--- config.mk ---
export PLATFORM = sky130hd
export DESIGN_NAME = spiflash_target
export DESIGN_NICKNAME = d
export VERILOG_FILES = /design/src/rtl/spiflash_target.sv
export SDC_FILE = /design/constraint.sdc
export NUM_CORES = 1
export LEC_CHECK = 0
export CAP_MARGIN = 15
export CORE_MARGIN = 1
export CORE_UTILIZATION = 55
export CTS_CLUSTER_SIZE = 12
export DETAILED_ROUTE_END_ITERATION = 10
export DONT_BUFFER_PORTS = 1
export GPL_TIMING_DRIVEN = 1
export MAX_ROUTING_LAYER = met4
export PLACE_DENSITY = 0.79
export SYNTH_ARGS = -nofsm -noshare
export SYNTH_HDL_FRONTEND = slang
export SYNTH_SLANG_ARGS = --single-unit
export TNS_END_PERCENT = 100
--- constraint.sdc ---
create_clock -name clk -period 1.8 [get_ports clk]
set_input_delay 0.27 -clock clk [delete_from_list [all_inputs] [get_ports clk]]
set_output_delay 0.27 -clock clk [all_outputs]
set_load 0.02 [all_outputs]
--- src/rtl/spiflash_target.sv ---
// SPI flash responder (0x03 read, 0x9F JEDEC ID, 0xB9/0xAB power-down) serving a byte-wide synchronous memory.
// Bus pin changes act 3 clk later; no backpressure: mem_rdata is captured 1 clk after the mem_rd strobe.
module spiflash_target #(
    parameter int          ADDR_BITS = 24,
    parameter logic [23:0] JEDEC_ID  = 24'hEF4016
) (
    input  logic                 clk,
    input  logic                 resetn,
    input  logic                 spi_csb,
    input  logic                 spi_clk,
    input  logic                 spi_mosi,
    output logic                 spi_miso,
    output logic                 spi_miso_oe,
    output logic [ADDR_BITS-1:0] mem_addr,
    output logic                 mem_rd,
    input  logic [7:0]           mem_rdata,
    output logic                 powered_down
);
    typedef enum logic [2:0] {IDLE, CMD, ADDR, DATA, ID, IGNORE} state_t;
    state_t state, state_nxt;

    logic [1:0]  csb_sync, sclk_sync, mosi_sync;
    logic        sclk_d;
    logic        csb_s, mosi_s, sclk_rise, sclk_fall;
    logic [2:0]  bit_cnt;
    logic [4:0]  addr_cnt;
    logic [22:0] in_sh;
    logic [7:0]  opcode;
    logic [23:0] addr_full;
    logic [7:0]  tx_sh;
    logic [1:0]  id_cnt;
    logic [7:0]  id_byte;
    logic        rd_d;

    // csb synchronizer resets to "selected": a reset released mid-transaction
    // sits in IGNORE until the bus is seen deselected.
    always_ff @(posedge clk or negedge resetn) begin
        if (!resetn) begin
            csb_sync  <= 2'b00;
            sclk_sync <= 2'b00;
            mosi_sync <= 2'b00;
            sclk_d    <= 1'b0;
        end else begin
            csb_sync  <= {csb_sync[0], spi_csb};
            sclk_sync <= {sclk_sync[0], spi_clk};
            mosi_sync <= {mosi_sync[0], spi_mosi};
            sclk_d    <= sclk_sync[1];
        end
    end

    assign csb_s     = csb_sync[1];
    assign mosi_s    = mosi_sync[1];
    assign sclk_rise = sclk_sync[1] & ~sclk_d;
    assign sclk_fall = ~sclk_sync[1] & sclk_d;
    assign opcode    = {in_sh[6:0], mosi_s};
    assign addr_full = {in_sh, mosi_s};

    always_comb begin
        id_byte = 8'h00;
        case (id_cnt)
            2'd1:    id_byte = JEDEC_ID[15:8];
            2'd2:    id_byte = JEDEC_ID[7:0];
            default: id_byte = 8'h00;
        endcase
    end

    always_ff @(posedge clk or negedge resetn) begin
        if (!resetn) state <= IGNORE;
        else         state <= state_nxt;
    end

    always_comb begin
        state_nxt = state;
        if (csb_s) begin
            state_nxt = IDLE;
        end else begin
            case (state)
                IDLE: state_nxt = CMD;
                CMD: if (sclk_rise && bit_cnt == 3'd7) begin
                    if (powered_down)         state_nxt = IGNORE;
                    else if (opcode == 8'h03) state_nxt = ADDR;
                    else if (opcode == 8'h9F) state_nxt = ID;
                    else                      state_nxt = IGNORE;
                end
                ADDR: if (sclk_rise && addr_cnt == 5'd23) state_nxt = DATA;
                default: state_nxt = state;
            endcase
        end
    end

    always_ff @(posedge clk or negedge resetn) begin
        if (!resetn) begin
            bit_cnt      <= '0;
            addr_cnt     <= '0;
            in_sh        <= '0;
            tx_sh        <= '0;
            id_cnt       <= '0;
            rd_d         <= 1'b0;
            mem_addr     <= '0;
            mem_rd       <= 1'b0;
            spi_miso     <= 1'b0;
            spi_miso_oe  <= 1'b0;
            powered_down <= 1'b0;
        end else begin
            mem_rd <= 1'b0;
            rd_d   <= mem_rd;
            if (rd_d) tx_sh <= mem_rdata;
            if (csb_s) begin
                bit_cnt     <= '0;
                addr_cnt    <= '0;
                in_sh       <= '0;
                spi_miso    <= 1'b0;
                spi_miso_oe <= 1'b0;
            end else begin
                case (state)
                    CMD: if (sclk_rise) begin
                        in_sh   <= {in_sh[21:0], mosi_s};
                        bit_cnt <= bit_cnt + 3'd1;
                        if (bit_cnt == 3'd7) begin
                            if (opcode == 8'hAB)
                                powered_down <= 1'b0;
                            else if (opcode == 8'hB9 && !powered_down)
                                powered_down <= 1'b1;
                            if (opcode == 8'h9F && !powered_down) begin
                                tx_sh  <= JEDEC_ID[23:16];
                                id_cnt <= 2'd1;
                            end
                        end
                    end
                    ADDR: if (sclk_rise) begin
                        in_sh    <= {in_sh[21:0], mosi_s};
                        addr_cnt <= addr_cnt + 5'd1;
                        if (addr_cnt == 5'd23) begin
                            mem_addr <= ADDR_BITS'(addr_full);
                            mem_rd   <= 1'b1;
                            bit_cnt  <= '0;
                        end
                    end
                    DATA: if (sclk_fall) begin
                        spi_miso    <= tx_sh[7];
                        spi_miso_oe <= 1'b1;
                        tx_sh       <= {tx_sh[6:0], 1'b0};
                        bit_cnt     <= bit_cnt + 3'd1;
                        // Last bit of the byte is out: prefetch the next byte before the next falling edge.
                        if (bit_cnt == 3'd7) begin
                            mem_addr <= mem_addr + ADDR_BITS'(1);
                            mem_rd   <= 1'b1;
                        end
                    end
                    ID: if (sclk_fall) begin
                        spi_miso    <= tx_sh[7];
                        spi_miso_oe <= 1'b1;
                        bit_cnt     <= bit_cnt + 3'd1;
                        if (bit_cnt == 3'd7) begin
                            tx_sh <= id_byte;
                            if (id_cnt != 2'd3) id_cnt <= id_cnt + 2'd1;
                        end else begin
                            tx_sh <= {tx_sh[6:0], 1'b0};
                        end
                    end
                    IGNORE: spi_miso_oe <= 1'b0;
                    default: begin
                        bit_cnt  <= '0;
                        addr_cnt <= '0;
                        in_sh    <= '0;
                    end
                endcase
            end
        end
    end
endmodule

==> qor.yml, run 1 <==
power.total_mw: 3.249
crit_path_max_fanout: 8
worstPathArrival_ns: 2.13
crit_family: "simple AND/OR/NAND/NOR gates"
num_rows: 31
pin_count: 41
cts-root-buf: "clkbuf_8"
place_area_um2: 4797
ys_ff_latch: 80
tightestPinTransition_ns: 0.3811
antenna_found_initial: 0
post-dp-hpwl_um: 7242
overflow: 0
ys.flop_type: "dfrtp_1"
path_buf_inv: 3
drt_wl_total_um: 11370
m1WireLength_um: 4886
crit-reg2reg-launch: "bit_cnt[0]$_DFFE_PN0P_"
die-area_um2: 7855
syn_area_um2: 4128
grt_pass1_vias: 3486
vdd_ir_drop_max_mv: 0.5932
postSynthCellCount: 419
cts_tree: "done"
cp-startpoint: "bit_cnt[0]$_DFFE_PN0P_"
clock_latency_ns: 0.38
wl_per_cell_um: 18.94
cp.depth: 10
hold_viol: 80
clk_path_buf_depth: 2
drt_iter0_drc: 298
drv_slew: 0
io_buffer_count: 0
topRoutingLayerUsed: "met4"
startpoint_type: "flip-flop"
synth_warnings: 0
postCtsHoldBufs: 3
area_growth_pct: 30.40
hold_path.class: "in -> async"
h-tree-depth: 3
die_h_um: 88.63
finalCritPeriodShare_pct: 103.7
fin_crit_ns: 1.867
fmax_mhz: 535.5
wl_met2_um: 5514
setup_tns_ns: -0.2077
cts-buffers-inserted: 9
groute.usage.overall_pct: 28.88
vias: 3859
ys_types: 63
initial_core_util_pct: 56.91
cp_slowest_cell: "dfrtp_1"
crit_path_cell_trace: "ha_2 > ha_4 > and3b_2 > nand3_2 > and2_4 > inv_6 > buf_12 > buf_12 > a21oi_4 > a21oi_1"
maxCapViolCount: 0
r2r_cells: 10
final_layout_size_suffix_gt1_share_pct: 35.53
cp-end-kind: "flip-flop"
gp_congestion: 0.8915
outcome: "finished, violations left"
setup_slack_ns: -0.06729
die_w_um: 88.63
antenna_cells: 0
coreArea_um2: 7253
cts_sinks: 80
timing.hold.ws_ns: -0.4210
design_area_um2: 5383
wl_met3_um: 708
nets: 516
cellLeakagePower_nw: 2.318
drc: 0
critPathKind: "reg -> reg"
first_pass_iters: 5
synth_edf_count: 0
cpMostUsedCell: "buf_12"
violations: "hold timing, setup timing"
viasPerCell: 6.432
synth.avg_cell_area_um2: 9.851
powerDensity_nw_per_um2: 603.6
rsz0062_at_grt: "yes"
synth_nets: 439
yosysSeqAreaShare_pct: 48.56
async_flop_share_pct: 100.0
cts.reportedPaths.clkPinSlew_ns: 0.08
slowest_delay_ns: 0.40
grt_max_degree: 81
fin_worst_skew_ns: 0.008034
relSlewSlack_pct: 73.94
crit_required_ns: 2.07
final-setup-viol-count: 11
postRouteAntennaNets: 0
grt_pass1_wl_um: 16700
## power breakdown
part | switching [mW] | internal [mW] | total, mW
Clock | 0.688 | 0.633 | 1.32
Combinational | 0.0557 | 0.0487 | 0.104
Sequential | 0.0150 | 1.81 | 1.82
## layout by cell type (no fill, tap or decap), types with 4 or more instances in the layout
| master | netlist | final |
|---|---|---|
| nand2b_1 | 5 | 4 |
| nor2_1 | 21 | 16 |
| a22o_1 | 25 | 25 |
| and3_1 | 4 | 4 |
| mux2_2 | 4 | 4 |
| nand4_1 | 5 | 5 |
| o21ai_0 | 24 | 17 |
| nor3_2 | 1 | 5 |
| nand3_1 | 22 | 18 |
| clkbuf_8 | 0 | 9 |
| mux2i_1 | 7 | 6 |
| dfrtp_2 | 0 | 12 |
| nor4_2 | 0 | 4 |
| nor3_1 | 11 | 6 |
| nand3_2 | 1 | 4 |
| nand2_1 | 29 | 27 |
| o21ai_1 | 0 | 6 |
| o22ai_1 | 11 | 11 |
| a221o_1 | 5 | 5 |
| inv_1 | 13 | 13 |
| buf_12 | 0 | 4 |
| nor4_1 | 9 | 5 |
| buf_4 | 1 | 80 |
| a21oi_1 | 32 | 29 |
| a31oi_1 | 7 | 7 |
| buf_6 | 1 | 6 |
| dfrtp_1 | 78 | 66 |
| a2bb2oi_1 | 6 | 4 |
| and2_1 | 7 | 4 |
## area by class of cell
type                       count  area, µm²
clock buffer                  10      127.6
clock inverter                 6      60.06
fill                         521       1871
inverter                      14      57.56
multi-input combinational    297       2191
sequential                    80       2019
tap                           99      123.9
timing repair buffer          94      803.3
## per-stage QoR
step	std cells	util (%)	setup WS, ns	hold slack (ns)
3_3_place_gp	564	66.14	0.01412	-0.02346
2_1_floorplan	419	-	-0.1280	-0.02559
3_5_place_dp	564	66.14	-0.05096	-0.02392
5_1_grt	600	74.21	-0.1278	-0.4199
4_1_cts	586	69.85	-0.008689	-0.4140
6_report	600	74.21	-0.06729	-0.4210
## kinds of logic after synthesis
family	share of synthesized area, %
buffers and inverters	4.395
multiplexers	2.789
AND/OR/NAND/NOR	19.19
XOR/XNOR	0.2122
flip-flops	48.56
AO/OA/AOI/OAI	22.73
adder cells (fa/ha/maj)	2.122
## repair_timing
item,4_1_cts,5_1_grt
pin swaps,7,16
gates cloned,0,1
buffers inserted,3,13
setup endpoints to repair,9,39
endpoints found under the hold margin,83,80
resized for setup,8,46
## per-layer routing
metal / track usage (%) / vias to the layer above
met5: - / -
met4: 12.61 / 0
met3: 5.131 / 33
met2: 43.01 / 152
met1: 38.73 / 1931
li1: - / 1743
## final timing paths
check,endpoint,slack [ns]
worst min register to register,csb_sync[1]$_DFF_PN0_,0.35
worst min-delay path,sclk_d$_DFF_PN0_,-0.42
min in group clk,tx_sh[0]$_DFF_PN0_,0.11
worst max register to register,mem_addr[13]$_DFFE_PN0P_,-0.07
max in group asynchronous,state[0]$_DFFE_PN1P_,2.04
worst max-delay path,mem_addr[13]$_DFFE_PN0P_,-0.07
## synthesized netlist by cell type, types with 2 or more instances
| cell type | count | area, µm² |
|---|---|---|
| a21oi_1 | 32 | 160.2 |
| a221o_1 | 5 | 50.05 |
| a22o_1 | 25 | 219.0 |
| a22oi_1 | 2 | 15.01 |
| a2bb2oi_1 | 6 | 52.55 |
| a311o_1 | 2 | 20.02 |
| a311oi_1 | 2 | 17.52 |
| a31oi_1 | 7 | 43.79 |
| a32oi_1 | 2 | 17.52 |
| and2_1 | 7 | 43.79 |
| and3_1 | 4 | 25.02 |
| buf_1 | 2 | 7.510 |
| buf_2 | 10 | 50.05 |
| clkbuf_1 | 14 | 52.55 |
| dfrtp_1 | 78 | 1952 |
| dfstp_2 | 2 | 52.55 |
| ha_1 | 7 | 87.58 |
| inv_1 | 13 | 48.80 |
| mux2_2 | 4 | 45.04 |
| mux2i_1 | 7 | 70.07 |
| nand2_1 | 29 | 108.9 |
| nand2b_1 | 5 | 31.28 |
| nand3_1 | 22 | 110.1 |
| nand4_1 | 5 | 31.28 |
| nor2_1 | 21 | 78.83 |
| nor2b_1 | 5 | 31.28 |
| nor3_1 | 11 | 55.05 |
| nor3b_1 | 4 | 30.03 |
| nor4_1 | 9 | 56.30 |
| o211ai_1 | 2 | 15.01 |
| o21ai_0 | 24 | 120.1 |
| o221ai_1 | 3 | 26.28 |
| o22ai_1 | 11 | 68.82 |
| o32ai_1 | 2 | 17.52 |
| or3_1 | 3 | 18.77 |
| or3b_2 | 2 | 17.52 |
| or4_1 | 4 | 30.03 |
## registers in the layout, summed over array words and instances (netlist names), 2 cells and up
signal     flops
tx_sh          8
bit_cnt        3
mosi_sync      2
mem_addr      24
state          3
csb_sync       2
addr_cnt       5
sclk_sync      2
in_sh         23
id_cnt         2
Power figures use the tool's default switching activity.
==> run 2, diff against run 1 <==
--- a/config.mk
+++ b/config.mk
@@ -7,13 +7,12 @@
 export LEC_CHECK = 0
 export CAP_MARGIN = 15
 export CORE_MARGIN = 1
-export CORE_UTILIZATION = 55
+export CORE_UTILIZATION = 52
 export CTS_CLUSTER_SIZE = 12
 export DETAILED_ROUTE_END_ITERATION = 10
-export DONT_BUFFER_PORTS = 1
 export GPL_TIMING_DRIVEN = 1
 export MAX_ROUTING_LAYER = met4
-export PLACE_DENSITY = 0.79
+export PLACE_DENSITY = 0.83
 export SYNTH_ARGS = -nofsm -noshare
 export SYNTH_HDL_FRONTEND = slang
 export SYNTH_SLANG_ARGS = --single-unit
==> run 2 against run 1 <==
  * The flow finishes with violations (setup timing)
  * Register-to-register slack got worse by 0.06 ns
  * Sequential share of layout area fell by 2.4 points
  * Cell area rose by 6.9%
  * Global-route usage fell by 0.90 points
  * Largest power group unchanged
==> qor.yml, run 2 (same netlist as run 1, synthesis figures left out) <==
hold_viol: 0  # was 80
regMostFlops: "mem_addr"  # unchanged
drt_iter0_drc: 426  # was 298
crit_path_end: "mem_addr[23]$_DFFE_PN0P_"  # was mem_addr[13]$_DFFE_PN0P_
outcome: "finished, violations left"  # unchanged
rsz0062_at_grt: "yes"  # unchanged
antenna_found_initial: 0  # unchanged
worstPathArrival_ns: 2.16  # was 2.13 ns
groute.usage.overall_pct: 27.98  # was 28.88%
power.share.clock_pct: 39.2  # was 40.7%
crit_required_ns: 2.03  # was 2.07 ns
viasPerCell: 6.364  # was 6.432
maxCapViolCount: 0  # unchanged
relSlewSlack_pct: 66.79  # was 73.94%
critPathKind: "reg -> reg"  # unchanged
fmax_mhz: 519.4  # was 535.5 MHz
crit-reg2reg-launch: "bit_cnt[1]$_DFFE_PN0P_"  # was bit_cnt[0]$_DFFE_PN0P_
crit_path_max_fanout: 3  # was 8
io_buffer_count: 40  # was 0
cts_sinks: 80  # unchanged
r2r_cells: 7  # was 10
cts_tree: "done"  # unchanged
antenna_cells: 0  # unchanged
wl_per_cell_um: 18.76  # was 18.94 µm
final_cell_mix: "buf_4 (68), dfrtp_1 (66), clkdlybuf4s50_1 (38)"  # was buf_4 (80), dfrtp_1 (66), a21oi_1 (29)
power.switching_uw: 844.1  # was 758.2 µW
h-tree-depth: 3  # unchanged
power_frac_seq_pct: 55.5  # was 56.1%
cellLeakagePower_nw: 2.427  # was 2.318 nW
finalCoreUtilization_pct: 74.84  # was 74.21%
crit_family: "simple AND/OR/NAND/NOR gates"  # unchanged
startpoint_type: "flip-flop"  # unchanged
drc: 0  # unchanged
combPwrFrac_pct: 5.3  # was 3.2%
clock_latency_ns: 0.36  # was 0.38 ns
final_common_cell: "buf_4"  # unchanged
setup_tns_ns: -0.1872  # was -0.2077 ns
powerDensity_nw_per_um2: 571.4  # was 603.6 nW/µm²
cts-buffers-inserted: 9  # unchanged
cp.depth: 7  # was 10
slowest_delay_ns: 0.52  # was 0.40 ns
cts.reportedPaths.clkPinSlew_ns: 0.08  # about the same
fin_crit_ns: 1.925  # was 1.867 ns
num_rows: 32  # was 31
setup_slack_ns: -0.1252  # was -0.06729 ns
gp_congestion: 0.9721  # was 0.8915
postRouteAntennaNets: 0  # unchanged
cp-end-kind: "flip-flop"  # unchanged
coreArea_um2: 7687  # was 7253 µm²
path_buf_inv: 0  # was 3
fin_worst_skew_ns: 0.01826  # was 0.008034 ns
grt_pass1_wl_um: 17980  # was 16700 µm
die-area_um2: 8298  # was 7855 µm²
die_w_um: 91.10  # was 88.63 µm
first_pass_iters: 5  # unchanged
r2r_setup_slack_ns: -0.13  # was -0.07 ns
overflow: 0  # unchanged
post-dp-hpwl_um: 7617  # was 7242 µm
vias: 4022  # was 3859
reg.largest.list: "mem_addr: 24 flops, in_sh: 23 flops, tx_sh: 8 flops"  # unchanged
swShare_pct: 25.68  # was 23.34%
die_h_um: 91.10  # was 88.63 µm
violations: "setup timing"  # was hold timing, setup timing
drt_wl_total_um: 11860  # was 11370 µm
largest_reg_flops: 24  # unchanged
p_int_mw: 2.443  # was 2.491 mW
cp_slowest_cell: "or4_4"  # was dfrtp_1
nets: 545  # was 516
vdd_ir_drop_max_mv: 0.4846  # was 0.5932 mV
clk_path_buf_depth: 2  # unchanged
final_layout_size_suffix_gt1_share_pct: 33.21  # was 35.53%
finalCritPeriodShare_pct: 107.0  # was 103.7%
tightestPinTransition_ns: 0.4981  # was 0.3811 ns
initial_core_util_pct: 53.69  # was 56.91%
r2r-end: "mem_addr[23]$_DFFE_PN0P_"  # was mem_addr[13]$_DFFE_PN0P_
cp-startpoint: "bit_cnt[1]$_DFFE_PN0P_"  # was bit_cnt[0]$_DFFE_PN0P_
final-setup-viol-count: 4  # was 11
hold_path.class: "in -> reg"  # was in -> async
cts-root-buf: "clkbuf_8"  # unchanged
drv_slew: 0  # unchanged
grt_pass1_vias: 3669  # was 3486
crit_path_cell_trace: "ha_2 > ha_4 > and3b_2 > nand2_2 > or4_4 > mux2i_1 > a21oi_1"  # was ha_2 > ha_4 > and3b_2 > nand3_2 > and2_4 > inv_6 > buf_12 > buf_12 > a21oi_4 > a21oi_1
pin_count: 41  # unchanged
grt_max_degree: 44  # was 81
area_growth_pct: 39.38  # was 30.40%
## run 2: worst reg2reg max path: stages, from the launching register on
cell	delay (ns)
dfrtp_1	0.38
ha_2	0.20
ha_4	0.14
and3b_2	0.22
nand2_2	0.07
or4_4	0.52
mux2i_1	0.17
a21oi_1	0.10
## run 2: worst min-delay path by stage
stage,endpoint,start,depth (start not counted)
after floorplan,addr_cnt[0]$_DFFE_PN0P_,resetn,0
after global placement,state[1]$_DFFE_PN0P_,resetn,1
after detailed placement,state[1]$_DFFE_PN0P_,resetn,1
after CTS,mosi_sync[0]$_DFF_PN0_,spi_mosi,1
after global routing,mosi_sync[0]$_DFF_PN0_,spi_mosi,1
final,sclk_sync[0]$_DFF_PN0_,spi_clk,1
## run 2: per-layer routing
metal  routed length, µm  vias up  track usage, %
met5                   0        -               -
met4                 257        0           9.392
met3                 713       24           4.020
met2                5721      200           43.37
met1                5167     1991           38.04
li1                    -     1807               -
## run 2: metrics by stage
stage	power (mW)	instance area [µm²]	hold WS [ns]	setup slack, ns	std cells
after floorplan	1.909	4248	-0.02559	-0.1280	419
after global placement	2.010	5129	0.2692	-0.01611	596
after detailed placement	2.014	5129	0.2743	-0.1010	596
after CTS	3.269	5420	0.3506	-0.08218	619
after global routing	3.387	5753	0.3389	-0.1293	632
final	3.287	5753	0.3540	-0.1252	632
## run 2: final cells by class
class	instances	area (µm²)
Sequential cell	80	2019
Multi-Input combinational cell	297	2215
Tap cell	102	127.6
Fill cell	494	1934
Timing Repair Buffer	123	1140
Clock inverter	6	50.05
Inverter	14	63.81
Clock buffer	10	137.6
## run 2: what timing repair did
action,4_1_cts,5_1_grt
resized for setup,11,54
pin swaps,11,22
hold buffers,1,0
gates cloned,0,2
setup buffers,6,11
setup endpoints to repair,23,54
hold endpoints to repair,35,0
## run 2: power groups by stage
stage | Sequential (mW) | Combinational [mW] | Clock (mW)
CTS | 1.82 | 0.163 | 1.28
detailed placement | 1.86 | 0.156 | 0
floorplan | 1.85 | 0.0562 | 0
global placement | 1.86 | 0.152 | 0
global route | 1.83 | 0.191 | 1.37
finish | 1.82 | 0.175 | 1.29
==> run 3, diff against run 2 <==
--- a/config.mk
+++ b/config.mk
@@ -13,6 +13,7 @@
 export GPL_TIMING_DRIVEN = 1
 export MAX_ROUTING_LAYER = met4
 export PLACE_DENSITY = 0.83
+export SKIP_CTS_REPAIR_TIMING = 1
 export SYNTH_ARGS = -nofsm -noshare
 export SYNTH_HDL_FRONTEND = slang
 export SYNTH_SLANG_ARGS = --single-unit
==> run 3 against run 2 <==
  * The run still ends with setup timing left
  * Sequential share of layout area up 0.89 points
  * Power down 0.67%
  * Clock skew is 0.0030 ns lower
  * Via count decreased by 1.2%
  * Wire length shrank 2.8%
  * Count of clock-buffer cells in the layout is the same
  * Flip-flop and latch count is the same
  * Combinational power hardly changed
  * Global-route usage is 0.62 points lower
  * Maximum frequency rose by 0.47%
  * Cell count decreased by 0.47%
  * Critical endpoint unchanged
  * Largest cell class unchanged
  * Highest routed layer unchanged
==> qor.yml, run 3 (same netlist as run 1, synthesis figures left out) <==
drv_slew: 0  # unchanged
wl_per_cell_um: 18.32  # was 18.76 µm
instances_no_fill: 629  # was 632
worstPathArrival_ns: 2.14  # was 2.16 ns
pin_count: 41  # unchanged
drc: 0  # unchanged
design_area_um2: 5608  # was 5753 µm²
first_pass_iters: 5  # unchanged
timing.hold.ws_ns: 0.3536  # was 0.3540 ns
post-dp-hpwl_um: 7617  # unchanged
antenna_cells: 0  # unchanged
grt_pass1_wl_um: 17600  # was 17980 µm
crit_path_max_fanout: 3  # unchanged
h-tree-depth: 3  # unchanged
relSlewSlack_pct: 66.28  # was 66.79%
grt_pass1_vias: 3634  # was 3669
dp.cells: 596  # unchanged
final_layout_size_suffix_gt1_share_pct: 30.17  # was 33.21%
antenna_found_initial: 0  # unchanged
drt_iter0_drc: 359  # was 426
cp_slowest_cell: "or4_4"  # unchanged
fin_crit_ns: 1.916  # was 1.925 ns
startpoint_type: "flip-flop"  # unchanged
coreArea_um2: 7687  # unchanged
nets: 542  # was 545
drt_wl_total_um: 11520  # was 11860 µm
finalCoreUtilization_pct: 72.95  # was 74.84%
critPathKind: "reg -> reg"  # unchanged
initial_core_util_pct: 53.69  # unchanged
powerDensity_nw_per_um2: 582.3  # was 571.4 nW/µm²
power.total_mw: 3.265  # was 3.287 mW
place_area_um2: 5129  # unchanged
cts_tree: "done"  # unchanged
die-area_um2: 8298  # unchanged
maxCapViolCount: 0  # unchanged
cts-buffers-inserted: 9  # unchanged
violations: "setup timing"  # unchanged
gp_congestion: 0.9721  # unchanged
fmax_mhz: 521.9  # was 519.4 MHz
postRouteAntennaNets: 0  # unchanged
pre_cts_ws_ns: -0.1010  # unchanged
cts.reportedPaths.clkPinSlew_ns: 0.08  # about the same
fin_worst_skew_ns: 0.01523  # was 0.01826 ns
area_growth_pct: 35.86  # was 39.38%
final_cell_mix: "buf_4 (69), dfrtp_1 (67), clkdlybuf4s50_1 (38)"  # was buf_4 (68), dfrtp_1 (66), clkdlybuf4s50_1 (38)
reg.largest.list: "mem_addr: 24 flops, in_sh: 23 flops, tx_sh: 8 flops"  # unchanged
rsz0062_at_grt: "yes"  # unchanged
final-setup-viol-count: 9  # was 4
vias: 3972  # was 4022
die_h_um: 91.10  # unchanged
slowest_delay_ns: 0.51  # was 0.52 ns
vdd_ir_drop_max_mv: 0.4896  # was 0.4846 mV
die_w_um: 91.10  # unchanged
groute.usage.overall_pct: 27.36  # was 27.98%
setup_tns_ns: -0.2987  # was -0.1872 ns
overflow: 0  # unchanged
regMostFlops: "mem_addr"  # unchanged
crit_required_ns: 2.02  # was 2.03 ns
largest_reg_flops: 24  # unchanged
cts_sinks: 80  # unchanged
io_buffer_count: 40  # unchanged
hold_path.class: "reg -> reg"  # was in -> reg
num_rows: 32  # unchanged
cp-end-kind: "flip-flop"  # unchanged
grt_max_degree: 44  # unchanged
clk_path_buf_depth: 2  # unchanged
cellLeakagePower_nw: 2.406  # was 2.427 nW
outcome: "finished, violations left"  # unchanged
final_common_cell: "buf_4"  # unchanged
crit_path_cell_trace: "ha_2 > ha_4 > and3b_2 > nand2_2 > or4_4 > mux2i_1 > a21oi_1"  # unchanged
tightestPinTransition_ns: 0.5058  # was 0.4981 ns
setup_slack_ns: -0.1161  # was -0.1252 ns
clock_latency_ns: 0.35  # was 0.36 ns
viasPerCell: 6.315  # was 6.364
cts-root-buf: "clkbuf_8"  # unchanged
finalCritPeriodShare_pct: 106.5  # was 107.0%
hold_viol: 0  # unchanged
## run 3: changes by cell type in the layout (fill, tap and decap cells not counted), moves of 2 or more
cell / change
buf_6: -4
a21oi_1: +7
o21ai_1: -2
a21oi_2: -7
## run 3: final timing paths
path / start / end / slack (ns) / depth (start not counted)
max in group asynchronous: resetn / mem_addr[9]$_DFFE_PN0P_ / 0.74 / 3
worst max register to register: bit_cnt[0]$_DFFE_PN0P_ / mem_addr[23]$_DFFE_PN0P_ / -0.12 / 7
worst max-delay path: bit_cnt[0]$_DFFE_PN0P_ / mem_addr[23]$_DFFE_PN0P_ / -0.12 / 7
min in group asynchronous: resetn / spi_miso_oe$_DFFE_PN0P_ / 0.44 / 2
worst min-delay path: csb_sync[0]$_DFF_PN0_ / csb_sync[1]$_DFF_PN0_ / 0.35 / 0
worst min register to register: csb_sync[0]$_DFF_PN0_ / csb_sync[1]$_DFF_PN0_ / 0.35 / 0
## run 3: area by class of cell
type	instances	area, µm²
Multi-Input combinational cell	297	2137
Fill cell	519	2079
Sequential cell	80	2018
Timing Repair Buffer	120	1082
Clock buffer	10	137.6
Tap cell	102	127.6
Inverter	14	55.05
Clock inverter	6	50.05
## run 3: power by group
part           internal (mW)  switching, mW
clock                  0.559          0.712
combinational         0.0741         0.0975
sequential              1.81         0.0143
## run 3: per-layer routing
| metal | global-route usage (%) | up-vias | wire [µm] | part of all wire, % |
|---|---|---|---|---|
| met5 | - | - | 0 | 0 |
| met4 | 8.995 | 0 | 287 | 2.5 |
| met3 | 4.188 | 32 | 621 | 5.4 |
| met2 | 42.36 | 183 | 5498 | 48 |
| met1 | 37.15 | 1952 | 5116 | 44 |
| li1 | - | 1805 | - | - |
## run 3: worst max-delay path: cells and delay by family (launching register included)
family / cells / cell delay [ns]
flip-flops: 1 / 0.37
AND/OR/NAND/NOR: 3 / 0.79
AO/OA/AOI/OAI: 1 / 0.10
adder cells (fa/ha/maj): 2 / 0.36
multiplexers: 1 / 0.17
